### src/rtl/wam_pkg.sv
// Shared constants and the digit-to-segment decode used by the keypad scanner
// and the score displays.
package wam_pkg;

  localparam logic [3:0] KEY_NONE  = 4'hF;
  localparam int         N_ROWS    = 3;
  localparam int         N_COLS    = 3;
  localparam logic [6:0] SEG_BLANK = 7'h7F;

  // Active-low segments packed as {g,f,e,d,c,b,a}
  function automatic logic [6:0] digit_to_seg(input logic [3:0] digit);
    logic [6:0] seg;
    case (digit)
      4'd0:    seg = 7'h40;
      4'd1:    seg = 7'h79;
      4'd2:    seg = 7'h24;
      4'd3:    seg = 7'h30;
      4'd4:    seg = 7'h19;
      4'd5:    seg = 7'h12;
      4'd6:    seg = 7'h02;
      4'd7:    seg = 7'h78;
      4'd8:    seg = 7'h00;
      4'd9:    seg = 7'h10;
      default: seg = SEG_BLANK;
    endcase
    return seg;
  endfunction

endpackage

### src/rtl/scan_tick_divider.sv
// Free-running wrap-around counter producing a one-clock tick at the
// terminal count.
module scan_tick_divider (
  input  logic        clk,
  input  logic        clear,
  input  logic [27:0] counter_max,
  input  logic        enable,
  output logic [27:0] counter,
  output logic        tick
);

  assign tick = enable && (counter == counter_max);

  always_ff @(posedge clk) begin
    if (!clear) begin
      counter <= '0;
    end else if (enable) begin
      counter <= (counter == counter_max) ? '0 : counter + 28'd1;
    end
  end

endmodule

### src/rtl/keypad_scan_controller.sv
// 3x3 key matrix scanner: column drive, per-frame lowest-key capture,
// frame-based debounce and a registered 7-segment image of the held key.
//
// state        | meaning
// ST_RELEASED  | no key accepted as held; waiting for a stable non-empty frame
// ST_HELD      | key accepted; waiting for a stable empty frame
module keypad_scan_controller
  import wam_pkg::*;
#(
  parameter int SCAN_DIV = 49_999,
  parameter int DEBOUNCE = 4
) (
  input  logic       clk,
  input  logic       clear,
  input  logic [2:0] row,
  output logic [2:0] column,
  output logic [3:0] key,
  output logic       valid_key,
  output logic       key_down,
  output logic [6:0] hex
);

  localparam int              CNT_W  = $clog2(DEBOUNCE + 1);
  localparam logic [CNT_W-1:0] DB_MAX = CNT_W'(DEBOUNCE);

  typedef enum logic {ST_RELEASED, ST_HELD} state_t;

  state_t           state;
  logic             tick;
  logic [27:0]      div_count_unused;
  logic [1:0]       col_idx;
  logic [3:0]       cand;
  logic [3:0]       frame_res;
  logic [3:0]       frame_final;
  logic [3:0]       prev_res;
  logic [CNT_W-1:0] stable_cnt;
  logic [CNT_W-1:0] cnt_next;
  logic             frame_end;
  logic             stable;
  logic             press;
  logic             release_ok;

  scan_tick_divider u_div (
    .clk         (clk),
    .clear       (clear),
    .counter_max (28'(SCAN_DIV)),
    .enable      (1'b1),
    .counter     (div_count_unused),
    .tick        (tick)
  );

  always_comb begin
    case (column)
      3'b010:  col_idx = 2'd1;
      3'b100:  col_idx = 2'd2;
      default: col_idx = 2'd0;
    endcase
  end

  // Walk rows high to low so the lowest closed row wins
  always_comb begin
    cand = KEY_NONE;
    for (int r = N_ROWS - 1; r >= 0; r--) begin
      if (row[r]) cand = 4'(r * N_COLS) + {2'b00, col_idx};
    end
  end

  always_comb begin
    frame_end   = tick && column[2];
    frame_final = (frame_res != KEY_NONE) ? frame_res : cand;
    if (frame_final == prev_res) begin
      cnt_next = (stable_cnt == DB_MAX) ? DB_MAX : stable_cnt + CNT_W'(1);
    end else begin
      cnt_next = CNT_W'(1);
    end
    stable     = (cnt_next == DB_MAX);
    press      = frame_end && stable && (frame_final != KEY_NONE) && (state == ST_RELEASED);
    release_ok = frame_end && stable && (frame_final == KEY_NONE) && (state == ST_HELD);
  end

  always_ff @(posedge clk) begin
    if (!clear) begin
      state      <= ST_RELEASED;
      column     <= 3'b001;
      key        <= KEY_NONE;
      valid_key  <= 1'b0;
      key_down   <= 1'b0;
      hex        <= SEG_BLANK;
      frame_res  <= KEY_NONE;
      prev_res   <= KEY_NONE;
      stable_cnt <= '0;
    end else begin
      valid_key <= 1'b0;
      if (tick) begin
        column <= {column[1:0], column[2]};
        if (frame_end) begin
          frame_res  <= KEY_NONE;
          prev_res   <= frame_final;
          stable_cnt <= cnt_next;
        end else if (frame_res == KEY_NONE) begin
          frame_res <= cand;
        end
      end
      case (state)
        ST_RELEASED: begin
          if (press) begin
            state     <= ST_HELD;
            key       <= frame_final;
            key_down  <= 1'b1;
            valid_key <= 1'b1;
            hex       <= (frame_final <= 4'd8) ? digit_to_seg(frame_final) : SEG_BLANK;
          end
        end
        ST_HELD: begin
          if (release_ok) begin
            state    <= ST_RELEASED;
            key_down <= 1'b0;
            hex      <= SEG_BLANK;
          end
        end
        default: state <= ST_RELEASED;
      endcase
    end
  end

endmodule

### config.mk
export PLATFORM = sky130hd
export DESIGN_NAME = keypad_scan_controller
export DESIGN_NICKNAME = d
export VERILOG_FILES = /design/src/rtl/wam_pkg.sv /design/src/rtl/scan_tick_divider.sv /design/src/rtl/keypad_scan_controller.sv
export SDC_FILE = /design/constraint.sdc
export NUM_CORES = 1
export LEC_CHECK = 0
export ABC_AREA = 1
export CORE_MARGIN = 4
export CORE_UTILIZATION = 55
export DETAILED_ROUTE_END_ITERATION = 8
export PLACE_DENSITY = 0.78
export SYNTH_ARGS = -nofsm -noshare
export SYNTH_HDL_FRONTEND = slang
export SYNTH_SLANG_ARGS = --single-unit
### constraint.sdc
create_clock -name clk -period 5.86 [get_ports clk]
set_input_delay 1.172 -clock clk [delete_from_list [all_inputs] [get_ports clk]]
set_output_delay 1.172 -clock clk [all_outputs]
set_load 0.005 [all_outputs]
==> flow_summary.toml, run 1 <==
[logic_synthesis]
yosysTopAreaCell = "dfxtp_1"
postSynth.asyncResetShare_pct = 0
ys_ff_latch = 56
synthMuxAreaShare_pct = 0
synthCells = 415
synth-compound-area-share_pct = 8.77
yosysSeqAreaShare_pct = 38.0
synth_fp_nets = 429
synthSimpleGateAreaFrac_pct = 39.4
yosysUniqueCellTypes = 35
synthAdderAreaFrac_pct = 3.81
synth_area_leaders = "dfxtp_1 38%, nand2_1 11%, nand3_1 7.8%"
syn_area_um2 = 2950
synth_ff_type = "dfxtp_1"
yosysWarningCount = 0
synth_top_family_by_area = "simple AND/OR/NAND/NOR gates"
synth_edf_count = 0
synth_area_per_cell_um2 = 7.12
synth_top_area_share_pct = 38.0
synth_xor_area_share_pct = 2.08

[power_and_ir_drop]
peakVddDrop_v = 0.000175
power.total_w = 0.000674
p_per_area_nw_per_um2 = 202
leakage_nw = 1.44

[layout]
antenna-diode-count = 0
fin_cells = 509
fin_nets = 452
final_cell_mix = "90 x nand2_1, 56 x dfxtp_1, 52 x inv_1"
drive_above_1_share_pct = 9.34
area_delta_synth_final_pct = 12.6
final_common_cell = "nand2_1"
fillers = 473

[critical_path]
slowest_delay_ns = 0.55
worst_setup_path_end_kind = "flip-flop"
crit_type = "in -> reg"
cp_common_cell = "nand2_1"
crit_required_ns = 6.02
cp_num_buf_inv = 4
worstPathArrival_ns = 3.45
cp_max_fo = 9
cp_slowest_cell = "clkdlybuf4s50_1"
cp_cell_sequence = "clkdlybuf4s50_1 > inv_1 > nand3_1 > nand2_1 > nand2_1 > nand2_1 > inv_1 > ha_1 > inv_1 > nor2_1 > nand2_1 > nor2_1 > nand2_2 > nand3_1 > nand3_1"
cp_top_family = "simple AND/OR/NAND/NOR gates"
r2r_setup_slack_ns = 3.30
critPathLaunchType = "input port"

[global_route]
grt-ovfl-total = 0
grt_max_degree = 23
grt_use_total_pct = 20.2
grt_pass1_vias = 2451
antenna_found_initial = 0
grt_pass1_wl_um = 10600

[detailed_routing]
wirelength_um = 6220
firstDrtPassIters = 5
via_count = 2703
drt_iter0_markers = 102
ant_nets = 0
wl_per_cell_um = 12.2
drc = 0
via_per_inst = 5.31

[timing]
finalSetupViolations = 0
fin_tns_setup_ns = 0
relSlewSlack_pct = 53.5
rsz0062_at_grt = "no"
hold_ws_ns = 0.456
finalHoldViolations = 0
period_share_pct = 56.0
worstMarginPinSlew_ns = 0.696
fin_worst_skew_ns = 0.0125
max_freq_ghz = 0.305
slew_violations = 0
min_period_ns = 3.28

[clock_network]
clkSlewWorstSetupHoldPaths_ns = 0.09
h-tree-depth = 2
cts_root_buf = "clkbuf_8"
cts_setup_buffers = 0
cts_buffer_depth = 2
cts_hold_buf = 0
cts_tree = "built"
cts_buffers = 5
clkLatencyLatePin_ns = 0.32
post_cts_resized = 0
cts.sinks = 56

[outcome]
status = "completed"

[floorplan]
pin_count = 21
initial_core_util_pct = 57.1
die-area_um2 = 6610
die_h_um = 81.3
die_w_um = 81.3
rows = 26
coreArea_um2 = 5170

[worst_hold_path]
hp-class = "reg -> reg"

[placement]
dp_hpwl_um = 4670
gp_congestion = 0.934
place_inst = 501
portBuffers = 20

[run]
cap_violations = 0
==> state kept, by name (all words and copies together), names as in the netlist, named ones only <==
name	cells
column	3
frame_res	4
hex	7
key	4
key_down	1
prev_res	4
stable_cnt	3
u_div.counter	28
valid_key	1
==> worst register-to-register path: stages, from the launching register on <==
cell and delay [ns]:
dfxtp_1 0.50, nor2_1 0.11, nand2_1 0.11, nand2_1 0.06
nand3_1 0.08, nand2_1 0.08, nand2_1 0.09, nand2_1 0.15
inv_1 0.20, ha_1 0.19, inv_1 0.04, nor2_1 0.13
nand2_1 0.13, nor2_1 0.14, nand2_2 0.17, nand3_1 0.13
nand3_1 0.09
==> cells in the mapped netlist, types with 2 or more instances <==
master and n:
inv_1 52, nor2_2 4, nand3_1 46, nand4_1 8
nor2_1 43, o21ai_0 16, nor3_1 12, nor3_2 2
nand2_1 90, inv_2 3, nand2_4 3, ha_1 9
or2_2 2, a22oi_1 4, a21oi_1 19, nand2_2 8
nand3_2 4, nor3b_1 2, nand4_2 2, clkbuf_1 3
nor2_4 2, o211ai_1 3, dfxtp_1 56, xor2_1 6
nor4_1 6
==> metal layers <==
metal / vias to the layer above / routed length [um] / track usage (%)
met5: - / 0 / 0
met4: 0 / 88 / 5.41
met3: 12 / 242 / 4.77
met2: 49 / 2810 / 33.6
met1: 1242 / 3080 / 26.1
li1: 1400 / - / -
==> path summary, 6_finish.rpt <==
path,start,depth (start not counted),endpoint
max,row[0],15,hex[5]
min,u_div.counter[0],1,u_div.counter[0]
max reg2reg,column[2],16,hex[5]
min reg2reg,u_div.counter[0],1,u_div.counter[0]
==> power breakdown <==
part,total [W],switching [W],internal (W)
clock,0.000252,0.000125,0.000127
combinational,0.0000381,0.0000261,0.0000120
sequential,0.000383,0.00000112,0.000382
==> stage by stage <==
| stage | worst slack [ns] | util [%] | cell area (um^2) |
|---|---|---|---|
| final | 2.58 | 64.3 | 3330 |
| after global routing | 2.31 | 64.3 | 3330 |
| after CTS | 2.58 | 64.3 | 3330 |
| after detailed placement | 2.26 | 62.2 | 3220 |
| after global placement | 2.40 | 62.2 | 3220 |
| after floorplan | 3.16 | - | 2950 |
==> layout make-up <==
class | instances | area, um^2 | area share [%]
clock buffer | 6 | 72.6 | 2.18
clock inverter | 2 | 35.0 | 1.05
inverter | 56 | 213 | 6.39
tap | 70 | 87.6 | 2.63
sequential | 56 | 1120 | 33.7
timing repair buffer | 20 | 200 | 6.02
multi-input combinational | 299 | 1600 | 48.0
==> kinds of logic after synthesis <==
logic type      count (synthesis)
simple gates                  237
fa+ha+maj                       9
flops                          56
buf+inv                        60
compound gates                 46
xor+xnor                        7
Note: power is estimated with default switching activity, not from simulation.
==> inputs of run 2 (changes only) <==
--- a/config.mk
+++ b/config.mk
@@ -7,9 +7,9 @@
 export LEC_CHECK = 0
 export ABC_AREA = 1
 export CORE_MARGIN = 4
-export CORE_UTILIZATION = 55
+export CORE_UTILIZATION = 53
 export DETAILED_ROUTE_END_ITERATION = 8
-export PLACE_DENSITY = 0.78
+export PLACE_DENSITY = 0.79
 export SYNTH_ARGS = -nofsm -noshare
 export SYNTH_HDL_FRONTEND = slang
 export SYNTH_SLANG_ARGS = --single-unit
==> constraint.sdc (replaced) <==
create_clock -name clk -period 2.85 [get_ports clk]
set_input_delay 0.57 -clock clk [delete_from_list [all_inputs] [get_ports clk]]
set_output_delay 0.57 -clock clk [all_outputs]
set_load 0.005 [all_outputs]
==> run 2 against run 1 <==
Global-route usage fell by 0.10 points; non-clock buffer count rose by 6; sequential cell count did not move; sequential power rose by 110%; clock power rose by 80%; core utilization fell by 0.20 points.
==> flow_summary.toml, run 2 (synthesis results as in run 1) <==
[outcome]
status = "completed"

[detailed_routing]
via_count = 2692
wl_per_cell_um = 12.0
firstDrtPassIters = 4
drt_iter0_markers = 122
via_per_inst = 5.23
ant_nets = 0
wirelength_um = 6160
drc = 0

[clock_network]
clkLatencyLatePin_ns = 0.31
cts_buffers = 5
post_cts_resized = 0
cts_tree = "built"
cts.sinks = 56
h-tree-depth = 2
cts_hold_buf = 0
cts_setup_buffers = 0
clkSlewWorstSetupHoldPaths_ns = 0.10
cts_root_buf = "clkbuf_8"
cts_buffer_depth = 2

[timing]
fin_tns_setup_ns = 0
finalSetupViolations = 0
max_freq_ghz = 0.400
worstMarginPinSlew_ns = 0.575
setup_ws_ns = 0.351
slew_violations = 0
hold_ws_ns = 0.452
fin_worst_skew_ns = 0.00835
relSlewSlack_pct = 61.3
finalHoldViolations = 0
min_period_ns = 2.50
rsz0062_at_grt = "no"
period_share_pct = 87.7

[global_route]
antenna_found_initial = 0
grt_pass1_wl_um = 10800
grt_use_total_pct = 20.1
grt_pass1_vias = 2543
grt-ovfl-total = 0
grt_max_degree = 17

[layout]
final_cell_area_um2 = 3360
largest_register = "u_div.counter"
multiInputGateArea_um2 = 1600
drive_above_1_share_pct = 10.6
final_cell_mix = "90 x nand2_1, 56 x dfxtp_1, 52 x inv_1"
fillers = 474
antenna-diode-count = 0
fin_nets = 458
final_common_cell = "nand2_1"
reg.largest.list = "u_div.counter: 28 flops, hex: 7 flops"
area_delta_synth_final_pct = 13.7
largest_reg_flops = 28
register_area_um2 = 1120

[critical_path]
cp_common_cell = "nand2_1"
crit_required_ns = 3.05
worstPathArrival_ns = 2.70
cp_slowest_cell = "clkdlybuf4s50_1"
slowest_delay_ns = 0.51
worst_setup_path_end_kind = "flip-flop"
cp_max_fo = 6
crit_type = "in -> reg"
cp_cell_sequence = "clkdlybuf4s50_1 > inv_1 > nor2_1 > nand3_1 > nand3_1 > nand2_1 > inv_1 > ha_1 > nand2_1 > nand2_1 > nand2_1 > nor2_1 > nand2_1 > nand2_1 > nand3_1"
r2r_setup_slack_ns = 0.55
critPathLaunchType = "input port"

[floorplan]
pin_count = 21
initial_core_util_pct = 56.4
die_w_um = 82.7
die-area_um2 = 6830
rows = 26
die_h_um = 82.7
coreArea_um2 = 5240

[run]
cap_violations = 0

[placement]
pre_cts_ws_ns = 0.0375
gp_congestion = 0.914
placedInstanceArea_um2 = 3260
portBuffers = 20
dp_hpwl_um = 4780

[power_and_ir_drop]
p_per_area_nw_per_um2 = 394
power.total_w = 0.00132
peakVddDrop_v = 0.000247
leakage_nw = 1.46

[worst_hold_path]
hp-class = "reg -> reg"
==> run 2: layout make-up <==
cell class / instances / share of cell area [%]
Sequential cell: 56 / 33.4
Tap cell: 70 / 2.61
Inverter: 56 / 6.33
Timing Repair Buffer: 26 / 7.30
Multi-Input combinational cell: 299 / 47.6
Clock buffer: 7 / 2.57
Clock inverter: 1 / 0.224
==> run 2: per-layer routing <==
| layer | wire [um] | track usage [%] | vias up |
|---|---|---|---|
| li1 | - | - | 1413 |
| met1 | 3040 | 26.7 | 1208 |
| met2 | 2760 | 32.3 | 63 |
| met3 | 287 | 4.45 | 8 |
| met4 | 76 | 6.54 | 0 |
| met5 | 0 | 0 | - |
==> run 2: worst max-delay path: cells and delay by family <==
family	cells	cell delay [ns]
fa+ha+maj	1	0.20
simple gates	11	1.17
buf+inv	3	0.78
==> run 2: worst paths after layout <==
check                   startpoint               end  cells after the start
hold / removal    u_div.counter[0]  u_div.counter[0]                      1
hold reg to reg   u_div.counter[0]  u_div.counter[0]                      1
setup reg to reg  u_div.counter[0]            key[2]                     15
setup / recovery            row[1]            hex[3]                     15
==> run 2: report_power, final <==
group / internal, W / total, W / switching [W] / leakage [nW]
Clock: 0.000198 / 0.000453 / 0.000255 / 0.0445
Combinational: 0.0000299 / 0.0000836 / 0.0000536 / 0.961
Sequential: 0.000785 / 0.000788 / 0.00000228 / 0.452
Total: 0.00101 / 0.00132 / 0.000311 / 1.46
==> run 2: per-stage QoR <==
stage / util, % / cells
2_1_floorplan: - / 415
3_5_place_dp: 62.3 / 507
4_1_cts: 64.1 / 515
5_1_grt: 64.1 / 515
6_report: 64.1 / 515
3_3_place_gp: 62.3 / 507
